## src/rtl/fifo_write_scheduler.sv

```systemverilog
// Round-robin arbiter sharing one FIFO write port between NUM_WRITERS writers, bounded bursts.
// Define FIFO_WRITE_SCHEDULER_STATS_EN to add per-writer word and stall counters.
module fifo_write_scheduler #(
    parameter int NUM_WRITERS = 4,
    parameter int DATA_W      = 8,
    parameter int MAX_BURST   = 4
) (
    input  logic                            i_clk,
    input  logic                            i_reset_n,
    input  logic [NUM_WRITERS-1:0]          i_req,
    input  logic [NUM_WRITERS*DATA_W-1:0]   i_data,
    input  logic [NUM_WRITERS-1:0]          i_last,
    input  logic                            i_fifo_full,
    output logic [NUM_WRITERS-1:0]          o_grant,
    output logic [NUM_WRITERS-1:0]          o_accept,
    output logic                            o_we,
    output logic [DATA_W-1:0]               o_data,
    output logic [$clog2(NUM_WRITERS)-1:0]  o_gid
`ifdef FIFO_WRITE_SCHEDULER_STATS_EN
    ,
    output logic [NUM_WRITERS*16-1:0]       o_stat_words,
    output logic [15:0]                     o_stat_stalls
`endif
);

    localparam int GW = $clog2(NUM_WRITERS);
    localparam int CW = $clog2(MAX_BURST + 1);

    typedef enum logic {IDLE, GRANT} state_t;

    state_t                 state_reg, state_next;
    logic [NUM_WRITERS-1:0] grant_reg, grant_next;
    logic [GW-1:0]          gid_reg, gid_next;
    logic [GW-1:0]          rr_ptr_reg, rr_ptr_next;
    logic [CW-1:0]          burst_cnt_reg, burst_cnt_next;

    logic          accept;
    logic          release_grant;
    logic          sel_valid;
    logic [GW-1:0] sel_idx;
    int            idx;

    assign accept        = (state_reg == GRANT) && i_req[gid_reg] && !i_fifo_full;
    assign release_grant = (accept && i_last[gid_reg])
                         || (accept && (burst_cnt_reg == CW'(MAX_BURST - 1)))
                         || !i_req[gid_reg];

    assign o_grant  = grant_reg;
    assign o_gid    = gid_reg;
    assign o_we     = accept;
    assign o_accept = accept ? grant_reg : '0;
    assign o_data   = i_data[gid_reg*DATA_W +: DATA_W];

    // First requester at or above rr_ptr, wrapping; explicit subtract keeps non-power-of-two counts correct.
    always_comb begin
        sel_valid = 1'b0;
        sel_idx   = '0;
        idx       = 0;
        for (int off = 0; off < NUM_WRITERS; off++) begin
            idx = int'(rr_ptr_reg) + off;
            if (idx >= NUM_WRITERS) begin
                idx = idx - NUM_WRITERS;
            end
            if (!sel_valid && i_req[idx]) begin
                sel_valid = 1'b1;
                sel_idx   = GW'(idx);
            end
        end
    end

    always_comb begin
        state_next     = state_reg;
        grant_next     = grant_reg;
        gid_next       = gid_reg;
        rr_ptr_next    = rr_ptr_reg;
        burst_cnt_next = burst_cnt_reg;
        case (state_reg)
            IDLE: begin
                if (sel_valid) begin
                    grant_next     = NUM_WRITERS'(1) << sel_idx;
                    gid_next       = sel_idx;
                    burst_cnt_next = '0;
                    state_next     = GRANT;
                end
            end
            GRANT: begin
                if (release_grant) begin
                    grant_next     = '0;
                    state_next     = IDLE;
                    burst_cnt_next = '0;
                    rr_ptr_next    = (gid_reg == GW'(NUM_WRITERS - 1)) ? '0 : gid_reg + 1'b1;
                end else if (accept) begin
                    burst_cnt_next = burst_cnt_reg + 1'b1;
                end
            end
            default: begin
                state_next = IDLE;
                grant_next = '0;
            end
        endcase
    end

    always_ff @(posedge i_clk or negedge i_reset_n) begin
        if (!i_reset_n) begin
            state_reg     <= IDLE;
            grant_reg     <= '0;
            gid_reg       <= '0;
            rr_ptr_reg    <= '0;
            burst_cnt_reg <= '0;
        end else begin
            state_reg     <= state_next;
            grant_reg     <= grant_next;
            gid_reg       <= gid_next;
            rr_ptr_reg    <= rr_ptr_next;
            burst_cnt_reg <= burst_cnt_next;
        end
    end

`ifdef FIFO_WRITE_SCHEDULER_STATS_EN
    logic [15:0] stall_cnt_reg;

    generate
        for (genvar gi = 0; gi < NUM_WRITERS; gi++) begin : g_word_cnt
            logic [15:0] word_cnt_reg;
            always_ff @(posedge i_clk or negedge i_reset_n) begin
                if (!i_reset_n) begin
                    word_cnt_reg <= '0;
                end else if (o_accept[gi] && (word_cnt_reg != 16'hFFFF)) begin
                    word_cnt_reg <= word_cnt_reg + 16'd1;
                end
            end
            assign o_stat_words[gi*16 +: 16] = word_cnt_reg;
        end
    endgenerate

    always_ff @(posedge i_clk or negedge i_reset_n) begin
        if (!i_reset_n) begin
            stall_cnt_reg <= '0;
        end else if ((state_reg == GRANT) && i_req[gid_reg] && i_fifo_full
                     && (stall_cnt_reg != 16'hFFFF)) begin
            stall_cnt_reg <= stall_cnt_reg + 16'd1;
        end
    end

    assign o_stat_stalls = stall_cnt_reg;
`endif

endmodule

```

## config.mk

```make
export PLATFORM = sky130hd
export DESIGN_NAME = fifo_write_scheduler
export DESIGN_NICKNAME = d
export VERILOG_FILES = /design/src/rtl/fifo_write_scheduler.sv
export SDC_FILE = /design/constraint.sdc
export NUM_CORES = 1
export LEC_CHECK = 0
export ABC_AREA = 1
export CORE_UTILIZATION = 40
export DETAILED_ROUTE_END_ITERATION = 8
export PLACE_DENSITY = 0.81
export SLEW_MARGIN = 20
export SYNTH_ARGS = -nofsm -noshare
export SYNTH_HDL_FRONTEND = slang
export SYNTH_SLANG_ARGS = --single-unit
```

## constraint.sdc

```tcl
create_clock -name i_clk -period 2.4 [get_ports i_clk]
set_input_delay 0.48 -clock i_clk [delete_from_list [all_inputs] [get_ports i_clk]]
set_output_delay 0.48 -clock i_clk [all_outputs]
set_load 0.05 [all_outputs]
```

After elaboration in Yosys (flattened, before gate mapping). Cells that the tools add are included.

Word-level logic and storage cells: 89. Register bits: 12.

Add/subtract/negate cells: 9. Shift-type cells: 2. Order comparisons: 9. Equal/unequal tests: 5. Reductions and logical operators: 18. Muxes and demuxes: 40. Bitwise operators: 1.

Operators with widths (number): < comparator 32 x 4 -> 1 bit, second input constant (4); two-way mux 32 bit (4); indexed part select 32 x 6 -> 8 bit (1); two-way mux 1 bit (16); binary-select mux 1 bit (select 2 bit) (6); two-way mux 4 bit (3); subtractor 3 x 3 -> 4 bit, second input constant (3); two-way mux 2 bit (5); >= comparator 3 bit, second input constant (3); two-way mux 3 bit (3); case mux 4 bit (2 select lines) (1); AND reduction 2 bit (4); logical AND 1 bit (7); adder 2 x 2 -> 3 bit, second input constant (2); case mux 3 bit (2 select lines) (1); logical NOT 1 bit (5); << shifter 1 x 2 -> 4 bit, first input constant (1); subtractor 2 x 3 -> 4 bit, second input constant (1); adder 2 x 1 -> 3 bit, second input constant (1); adder 3 x 1 -> 3 bit, second input constant (1); == test 3 x 2 -> 1 bit, second input constant (1); >= comparator 2 x 3 -> 1 bit, second input constant (1); < comparator 2 x 3 -> 1 bit, second input constant (1); != test 3 x 1 -> 1 bit, second input constant (1); other kinds (7) (8).

Depth between registers and ports, before layout.
Depth in word-level cells: 18. Gate-level depth with buffers: 13. Mapped depth without buffers: 12.

Worst setup path before layout. No wires, ideal clock.

Path type: reg-to-output. From: register gid_reg[0] (netlist: o_gid[0]). To: output port o_data[4]. Setup slack: -0.220 ns. Cell stages (with the launch flop): 5. Path buffers: 2. Data arrival time: 2.140 ns. Cell sequence: dfrtp_1 buf_2 clkbuf_1 o21ai_0 o22ai_1.

Cells in the longest elaborated chain, start to end: 1.

RTL lines: from (decl) (line 33) `logic [GW-1:0] gid_reg, gid_next;`; from (signal assigned) (line 113) `gid_reg <= gid_next;`; indexed part select 32 x 6 -> 8 bit (line 52) `assign o_data = i_data[gid_reg*DATA_W +: DATA_W];`; to (decl) (line 17) `output logic [DATA_W-1:0] o_data,`.

No other way between the ends.

Worst setup path after layout.
From: input port i_req[1]. To: output port o_accept[0].

Cells in the longest elaborated chain, start to end: 5.

RTL lines: from (decl) (line 10) `input logic [NUM_WRITERS-1:0] i_req,`; binary-select mux 1 bit (select 2 bit) (line 43) `assign accept = (state_reg == GRANT) && i_req[gid_reg] && !i_fifo_full;`; two-way mux 1 bit (implied by the code) (line 43); logical AND 1 bit (2 in a row) (line 43); two-way mux 4 bit (line 51) `assign o_accept = accept ? grant_reg : '0;`; to (decl) (line 15) `output logic [NUM_WRITERS-1:0] o_accept,`.

No other way between the ends. The select of a mux whose other input is x is not followed.

==> qor.csv <==
metric,value,unit
Initial Utilization,43.9,%
"commonest non-fill, non-tap cells in the layout","51 x nand2_1, 47 x clkdlybuf4s50_1, 26 x nor2_1",
Die H,58.0,um
pwr/cell area,1350,nW/um^2
ANT cells,0,
worst stage delay on the critical path,0.51,ns
Worst Path Arrival,1.79,ns
Worst setup SP type,input pin,
sequential fraction of the synthesis area,24.0,%
Worst-path clk slew,0.07,ns
crit end category,primary output,
fillcell total,252,
Area contributors post-synth,"dfrtp_1 24%, nand2_1 15%, nor2_1 7.8%",
NumNets Final,306,
worst-path fanout max,5,
Slew @ Worst Pin,0.548,ns
"most common cell after layout, fill and taps aside",nand2_1,
mapped cell area,1250,sq um
Yosys top cell area share,24.0,%
DRC,1,
Storage cell area,302,sq um
Setup TNS,0,ns
routed vias/inst,4.98,
CTS tree,built,
Multi-input gate area,886,sq um
GRT Total Usage,22.1,%
Avg Synthesized Cell Area,6.36,sq um
initial antenna violation count,0,
Std-Cell Rows,19,
Die Area,3360,sq um
"IR drop worst, VDD",0.796,mV
first-pass GRT wire length,5860,um
max reg flops,4,
register-to-register setup slack,0.65,ns
Rel. slew slack,63.4,%
Num Clock Sinks,12,
Reg power frac,15.1,%
min-delay src,burst_cnt_reg[2],
Worst Path Required,1.92,ns
post-synth cell types,25,
Num CTS Buffers,3,
Switching Power,0.00159,W
port bufs,61,
"slowest stage cell, crit path",clkdlybuf4s50_1,
clock insertion delay at the later pin of the skew report,0.27,ns
routed len/inst,11.9,um
Switching Share,59.2,%
pin count of the biggest net entering global routing,19,
crit path launch,i_req[1],
WS Path Type,input pin to primary output,
critical path cell sequence,clkdlybuf4s50_1 > nand2_1 > nand3_1 > nand2_2 > nor2_4 > nand2_4 > nor2_1 > buf_12,
final core utilization,69.8,%
Combinational Power Share,80.3,%
status,finished with violations,
Leak,0.945,nW
clock tree buffer depth,2,
H-tree levels,1,
DRT Pass-1 Iters,6,
fin. max-slew vios,0,
Detailed Place HPWL,2750,um
IO Count,62,
layout cells sized above 1,25.6,%
post-layout min period,2.27,ns
post-CTS setup buffer count,0,
Critical Path End,o_accept[0],
Tcrit/Tclk final,94.7,%
total number of vias,1440,
Synth Warn #,0,
Overflow after GRT,0,
Synth Instances,197,
CTS root buf,clkbuf_4,
failing checks,DRC,
Fmax,0.440,GHz
net count of the mapped netlist,243,
vias in the first global route,1351,
Final Setup Violations,0,
Seq cells post-synth,12,
RSZ-0062 raised after global routing,false,
Worst Hold Class,flip-flop to flip-flop,
worst reg2reg path depth,9,
initial DRC count,52,
area delta synth->final,58.9,%
cell-internal power,0.00110,W
Post-DRT Antenna Nets,0,
clock skew,0.000657,ns
hold_ws,0.481,ns
worst r2r dst,o_grant[3],
final hold viol count,0,
Die Span X,58.0,um
max_cap viols,0,
Routed Wire Length,3430,um
gpl congestion,0.812,
R2R Path Start,rr_ptr_reg[0],
Core ar.,2850,sq um
largest area contributor in the netlist,dfrtp_1,
clock share of power,4.6,%
worst min-delay path by stage:
| stage | to | slack (ns) | depth (start not counted) |
|---|---|---|---|
| CTS | burst_cnt_reg[2] | 0.49 | 2 |
| detailed placement | burst_cnt_reg[2] | 0.47 | 2 |
| finish | burst_cnt_reg[2] | 0.48 | 2 |
| global route | burst_cnt_reg[1] | 0.52 | 2 |
| floorplan | burst_cnt_reg[0] | 0.18 | 0 |
| global placement | burst_cnt_reg[2] | 0.46 | 2 |
critical path: cells and delay by family:
family                 cells  cell delay, ns
buffers and inverters      2            0.68
and+or+nand+nor            6            0.64
cell type report:
class                           count  area share, %
Clock buffer                        3           1.13
Sequential cell                    12           15.1
Timing Repair Buffer               65           33.5
Inverter                           20           3.77
Multi-Input combinational cell    158           44.5
Tap cell                           31           1.95
metrics by stage:
stage                     instances  setup WS [ns]  power (W)  instance area (sq um)
after floorplan                 197         0.0317    0.00203                   1300
after global placement          286          0.163    0.00255                   1970
after detailed placement        286          0.105    0.00257                   1970
after CTS                       289         0.0958    0.00270                   1990
after global routing            289         0.0193    0.00293                   1990
final                           289          0.126    0.00269                   1990
repair_timing:
| action | CTS | global route |
|---|---|---|
| gates resized for setup | 0 | 1 |
| setup endpoints to repair | 0 | 4 |
| hold buffers | 0 | 0 |
routing by layer:
layer | wire (um) | global-route usage (%) | vias to the layer above
met3 | 109 | 3.79 | 6
met2 | 1710 | 39.6 | 21
met1 | 1580 | 28.2 | 650
met5 | 0 | 0 | -
li1 | - | - | 763
met4 | 33 | 3.74 | 0
kinds of logic after synthesis:
logic type	count (synthesis)	share of synthesized area [%]
adder cells (fa/ha/maj)	3	2.99
AO/OA/AOI/OAI	36	16.8
flip-flops	12	24.0
AND/OR/NAND/NOR	119	46.9
buffers and inverters	27	9.38
synthesized netlist by cell type, drive strengths merged:
cell,n
buf,3
nand2,69
or2,1
nor2,31
o211ai,1
dfrtp,12
nand3b,3
o22ai,8
ha,3
inv,20
clkbuf,4
o21a,1
nand3,14
o21ai,25
a21oi,1
nand4,1
power groups by stage:
stage / combinational [W] / clock [W] / sequential [W]
4_1_cts: 0.00217 / 0.000129 / 0.000405
5_1_grt: 0.00237 / 0.000140 / 0.000429
3_5_place_dp: 0.00216 / 0 / 0.000409
3_3_place_gp: 0.00214 / 0 / 0.000408
2_1_floorplan: 0.00157 / 0 / 0.000465
6_report: 0.00216 / 0.000123 / 0.000407
(Power assumes the default switching activity.)
==> RTL edit 1: new RTL, same settings <==
Add a define of `FIFO_WRITE_SCHEDULER_STATS_EN`.
--- a/src/rtl/fifo_write_scheduler.sv
+++ b/src/rtl/fifo_write_scheduler.sv
@@ -1,5 +1,7 @@
 // Round-robin arbiter sharing one FIFO write port between NUM_WRITERS writers, bounded bursts.
 // Define FIFO_WRITE_SCHEDULER_STATS_EN to add per-writer word and stall counters.
+`define FIFO_WRITE_SCHEDULER_STATS_EN
+
 module fifo_write_scheduler #(
     parameter int NUM_WRITERS = 4,
     parameter int DATA_W      = 8,
Function (old outputs only; new: o_stat_stalls and o_stat_words): kept (Yosys induction, for registers that start in step).
==> RTL edit 1 against the unedited design <==
- the flow now finishes without violations
- global-route usage down 2.3 points
- area after synthesis rose to 4.5 times the old value
- total power rose to 2.9 times the old value
- sequential cell count up 80
- synthesized cell count rose to 3.9 times the old value
- worst hold slack worse by 0.35 ns
- final area rose to 3.9 times the old value
- register-to-register slack worse by 0.25 ns
- core utilization down 14 points
- wire length rose to 4.1 times the old value
- worst setup slack worse by 0.071 ns
==> RTL edit 1: results (changes against the unedited design) <==
status: "finished, final reports clean"
cp_max_fo: 6  # +1
clkTransAtPathRegs_ns: 0.06
yosys-top-cells-area: "dfrtp_1 (40%), nand2_1 (16%), nor2_1 (5.1%), nand3_1 (5.1%), xor2_1 (5.1%)"
antenna_cells: 0  # unchanged
portBuffers: 141  # +130%
first_global_vias: 5126  # +280%
drive_gt1_share_pct: 10.4  # -15 points
grt_pass1_wl_um: 23300  # +300%
ys_types: 35  # +40%
muxShareOfSynthArea_pct: 0  # unchanged
globalplace.congestion: 0.834  # +2.7%
clkLatencyLatePin_ns: 0.33  # +0.06 ns
p_leak_uw: 0.00342  # +260%
ys_seq_area_share_pct: 40.5  # +17 points
synthAdderAreaFrac_pct: 1.76  # -1.2 points
synth_fp_nets: 812  # +230%
track_usage_pct: 19.8  # -2.3 points
antenna_found_initial: 0  # unchanged
cts_root_buf: "clkbuf_16"
clock_skew_ns: 0.00657  # +0.00592 ns
final_nets: 962  # +210%
grt_max_degree: 42  # +23
vias_per_cell: 4.86  # -2.4%
first_iter_violations: 269  # +420%
slew_headroom_pct: 61.9  # -1.5 points
drtPass1Iterations: 4  # -2
post-place-cells: 1077  # +280%
vias: 5331  # +270%
routed_wl_um: 13900  # +310%
syn_area_per_cell_um2: 7.47  # +17%
drcViolationCount: 0  # -1
antenna_left: 0  # unchanged
synthArstFlopShare_pct: 100  # unchanged
largest_register_ffs: 64  # +60
cts_max_path_buffers: 2  # unchanged
htreeDepth: 3  # +2
dp_hpwl_um: 10600  # +280%
synth_common_cells: "nand2_1 (240), dfrtp_1 (92), nor2_1 (78)"
synthXorXnorAreaFrac_pct: 9.08  # +9.1 points
yosysWarnings: 0  # unchanged
cts_made_buffers: 9  # +6
ff2ff_path_depth: 10  # +1
synth_compound_area_share_pct: 7.13  # -9.6 points
ir_drop_mv: 0.697  # -12%
hold_class: "in2async"
==> RTL edit 1: cell count changes in the layout (fill, tap and decap cells not counted), sizes merged, moves of 21 or more <==
cell and delta:
o21ai +38, nor2 +55, nor3 +21, dfrtp +80
nand3 +46, clkdlybuf4s50 +76, xnor2 +26, nand2 +182
inv +52, xor2 +33
==> RTL edit 1: power breakdown <==
| group | switching (µW) | internal (µW) |
|---|---|---|
| registers | 397 | 1850 |
| clock network | 579 | 920 |
| logic | 2730 | 1370 |
| total | 3710 | 4150 |
==> RTL edit 1: logic make-up after synthesis <==
| family | after synthesis |
|---|---|
| compound gates | 73 |
| xor+xnor | 59 |
| fa+ha+maj | 8 |
| buf+inv | 89 |
| flops | 92 |
| simple gates | 440 |
==> RTL edit 1: timing repair <==
action | CTS | global route
hold buffers | 0 | 0
setup buffers | 0 | 3
endpoints found under the setup margin | 0 | 4
resized for setup | 0 | 6
==> RTL edit 1: layer usage <==
metal | track usage, % | share of wire [%] | vias to the layer above
li1 | - | - | 2729
met5 | 0 | 0 | -
met4 | 7.41 | 1.9 | 0
met3 | 4.18 | 4.2 | 21
met1 | 24.5 | 45 | 2462
met2 | 33.5 | 49 | 119
==> RTL edit 1: layout make-up <==
cell class	count	area (µm²)
fillers	1245	6140
multi-input cells	580	3030
well taps	180	225
clock inverters	3	42.5
inverters	72	278
clock buffers	13	280
repair buffers	156	1580
flip-flops and latches	92	2300
==> RTL edit 1: critical path, stage by stage <==
cell and delay (ns):
clkdlybuf4s50_1 0.48, nand2_1 0.07, nand3_2 0.08, nand2_2 0.08, nor2_4 0.18, nand2_8 0.12, nor2_4 0.20, buf_12 0.16
==> RTL edit 1: worst paths after layout <==
| kind | from | slack, ns | to |
|---|---|---|---|
| max | i_req[1] | 0.06 | o_accept[2] |
| min | i_reset_n | 0.13 | g_word_cnt[0].word_cnt_reg[2] |
| max reg2reg | g_word_cnt[0].word_cnt_reg[0] | 0.40 | g_word_cnt[0].word_cnt_reg[9] |
| min reg2reg | burst_cnt_reg[1] | 0.50 | burst_cnt_reg[1] |
| max in group asynchronous | i_reset_n | 1.65 | g_word_cnt[0].word_cnt_reg[11] |
| min in group i_clk | burst_cnt_reg[1] | 0.50 | burst_cnt_reg[1] |
==> RTL edit 1: metrics by stage <==
step                      setup WS (ns)  area (µm²)  utilization [%]
final                            0.0554        7740             55.8
after CTS                        0.0220        7700             55.5
after detailed placement         0.0368        7380             53.1
after floorplan                  0.0310        5740                -
after global routing            -0.0266        7740             55.8
after global placement           0.0665        7380             53.1
==> RTL edit 2: new RTL, same flow settings <==
Without the edit above. Change the parameter `DATA_W` from 8 to 10.
--- a/src/rtl/fifo_write_scheduler.sv
+++ b/src/rtl/fifo_write_scheduler.sv
@@ -2,7 +2,7 @@
 // Define FIFO_WRITE_SCHEDULER_STATS_EN to add per-writer word and stall counters.
 module fifo_write_scheduler #(
     parameter int NUM_WRITERS = 4,
-    parameter int DATA_W      = 8,
+    parameter int DATA_W      = 10,
     parameter int MAX_BURST   = 4
 ) (
     input  logic                            i_clk,
Ports: changed (resized i_data and o_data); port bits go from 62 to 72. No check against the original RTL was run, so the function may have changed too.
==> RTL edit 2 against the unedited design <==
- area after synthesis increased by 3.5%
- worst setup slack got worse by 0.042 ns
- non-clock buffer count increased by 11
- critical path depth unchanged
- wire length increased by 13%
- cell count increased by 13%
- core utilization increased by 2.1 points
- sequential cell count unchanged
- final area increased by 10%
- combinational power increased by 16%
- clock power increased by 30%
- total power increased by 13%
- register-to-register slack got worse by 0.02 ns
- fmax decreased by 1.8%
==> RTL edit 2: results (changes against the unedited design) <==
status: "finished, final reports clean"
ir_drop_mv: 1.14  # +43%
yosys-top-cells-area: "dfrtp_1 (23%), nand2_1 (16%), o21ai_0 (8.1%), nor2_1 (7.8%), inv_1 (5.8%)"
p_leak_uw: 0.00105  # +11%
first_global_vias: 1459  # +8.0%
combinationalPowerShare_pct: 82.3  # +2.0 points
portBuffers: 71  # +16%
drtPass1Iterations: 4  # -2
timing.hold.ws_ns: 0.494  # +0.0125 ns
period_share_pct: 96.5  # +1.8 points
p_sw_share_pct: 58.8  # -0.41 points
dp_hpwl_um: 3220  # +17%
drive_gt1_share_pct: 25.2  # -0.40 points
fillers: 295  # +17%
multi_input_area_um2: 926  # +4.5%
arrival_ns: 1.84  # +0.05 ns
routed_wl_um: 3870  # +13%
clkCellAreaFrac_pct: 1.65  # +0.52 points
die_w_um: 59.0  # +1.7%
clock_skew_ns: 0.00806  # +0.00740 ns
path_delay_family: "simple AND/OR/NAND/NOR gates"
crit_start: "i_req[3]"
vias: 1573  # +9.2%
place_ws_ns: 0.0389  # -0.0657 ns
m1WireLength_um: 1500  # -5.4%
synth_compound_area_share_pct: 16.3  # -0.47 points
ff2ff_path_depth: 11  # +2
first_iter_violations: 62  # +19%
n_clock_buffer: 4  # +1
worst_slew_pin_slew_ns: 0.521  # -0.0270 ns
num-multi-input-gates: 165  # +4.4%
whs_endpoint: "burst_cnt_reg[0]"
met2_length_um: 2180  # +28%
min-delay-start: "burst_cnt_reg[0]"
grt_pass1_wl_um: 6390  # +9.1%
track_usage_pct: 24.3  # +2.2 points
seq_area_um2: 300  # -0.41%
synthAdderAreaFrac_pct: 2.89  # -0.10 points
cts_made_buffers: 3  # unchanged
synth_fp_nets: 264  # +8.6%
rrSetupSlack_ns: 0.63  # -0.02 ns
r2r_end: "burst_cnt_reg[1]"
grt_max_degree: 27  # +8
globalplace.congestion: 0.854  # +5.1%
placed_area_um2: 2150  # +9.1%
==> RTL edit 2: cell count changes in the layout (fill, tap and decap cells not counted), sizes merged, moves of 2 or more <==
cell           before  now
buf                18   21
o22ai               8   10
inv                20   24
clkdlybuf4s50      47   55
nand3              14   17
o21ai              25   27
nand2              69   71
==> RTL edit 2: metrics by stage <==
step	std cells	utilization, %	power [µW]
final	326	71.9	3030
after global routing	326	71.9	3280
after CTS	326	71.5	3040
after detailed placement	322	70.3	2870
after global placement	322	70.3	2840
after floorplan	210	-	2210
==> RTL edit 2: routing by layer <==
| metal | track usage, % | up-vias |
|---|---|---|
| met2 | 45.6 | 37 |
| li1 | - | 818 |
| met4 | 5.78 | 0 |
| met5 | 0 | - |
| met3 | 5.05 | 4 |
| met1 | 27.8 | 714 |
==> RTL edit 2: repair_timing <==
action | in CTS | in global routing
setup endpoints to repair | 0 | 4
hold buffers | 0 | 0
resized for setup | 0 | 5
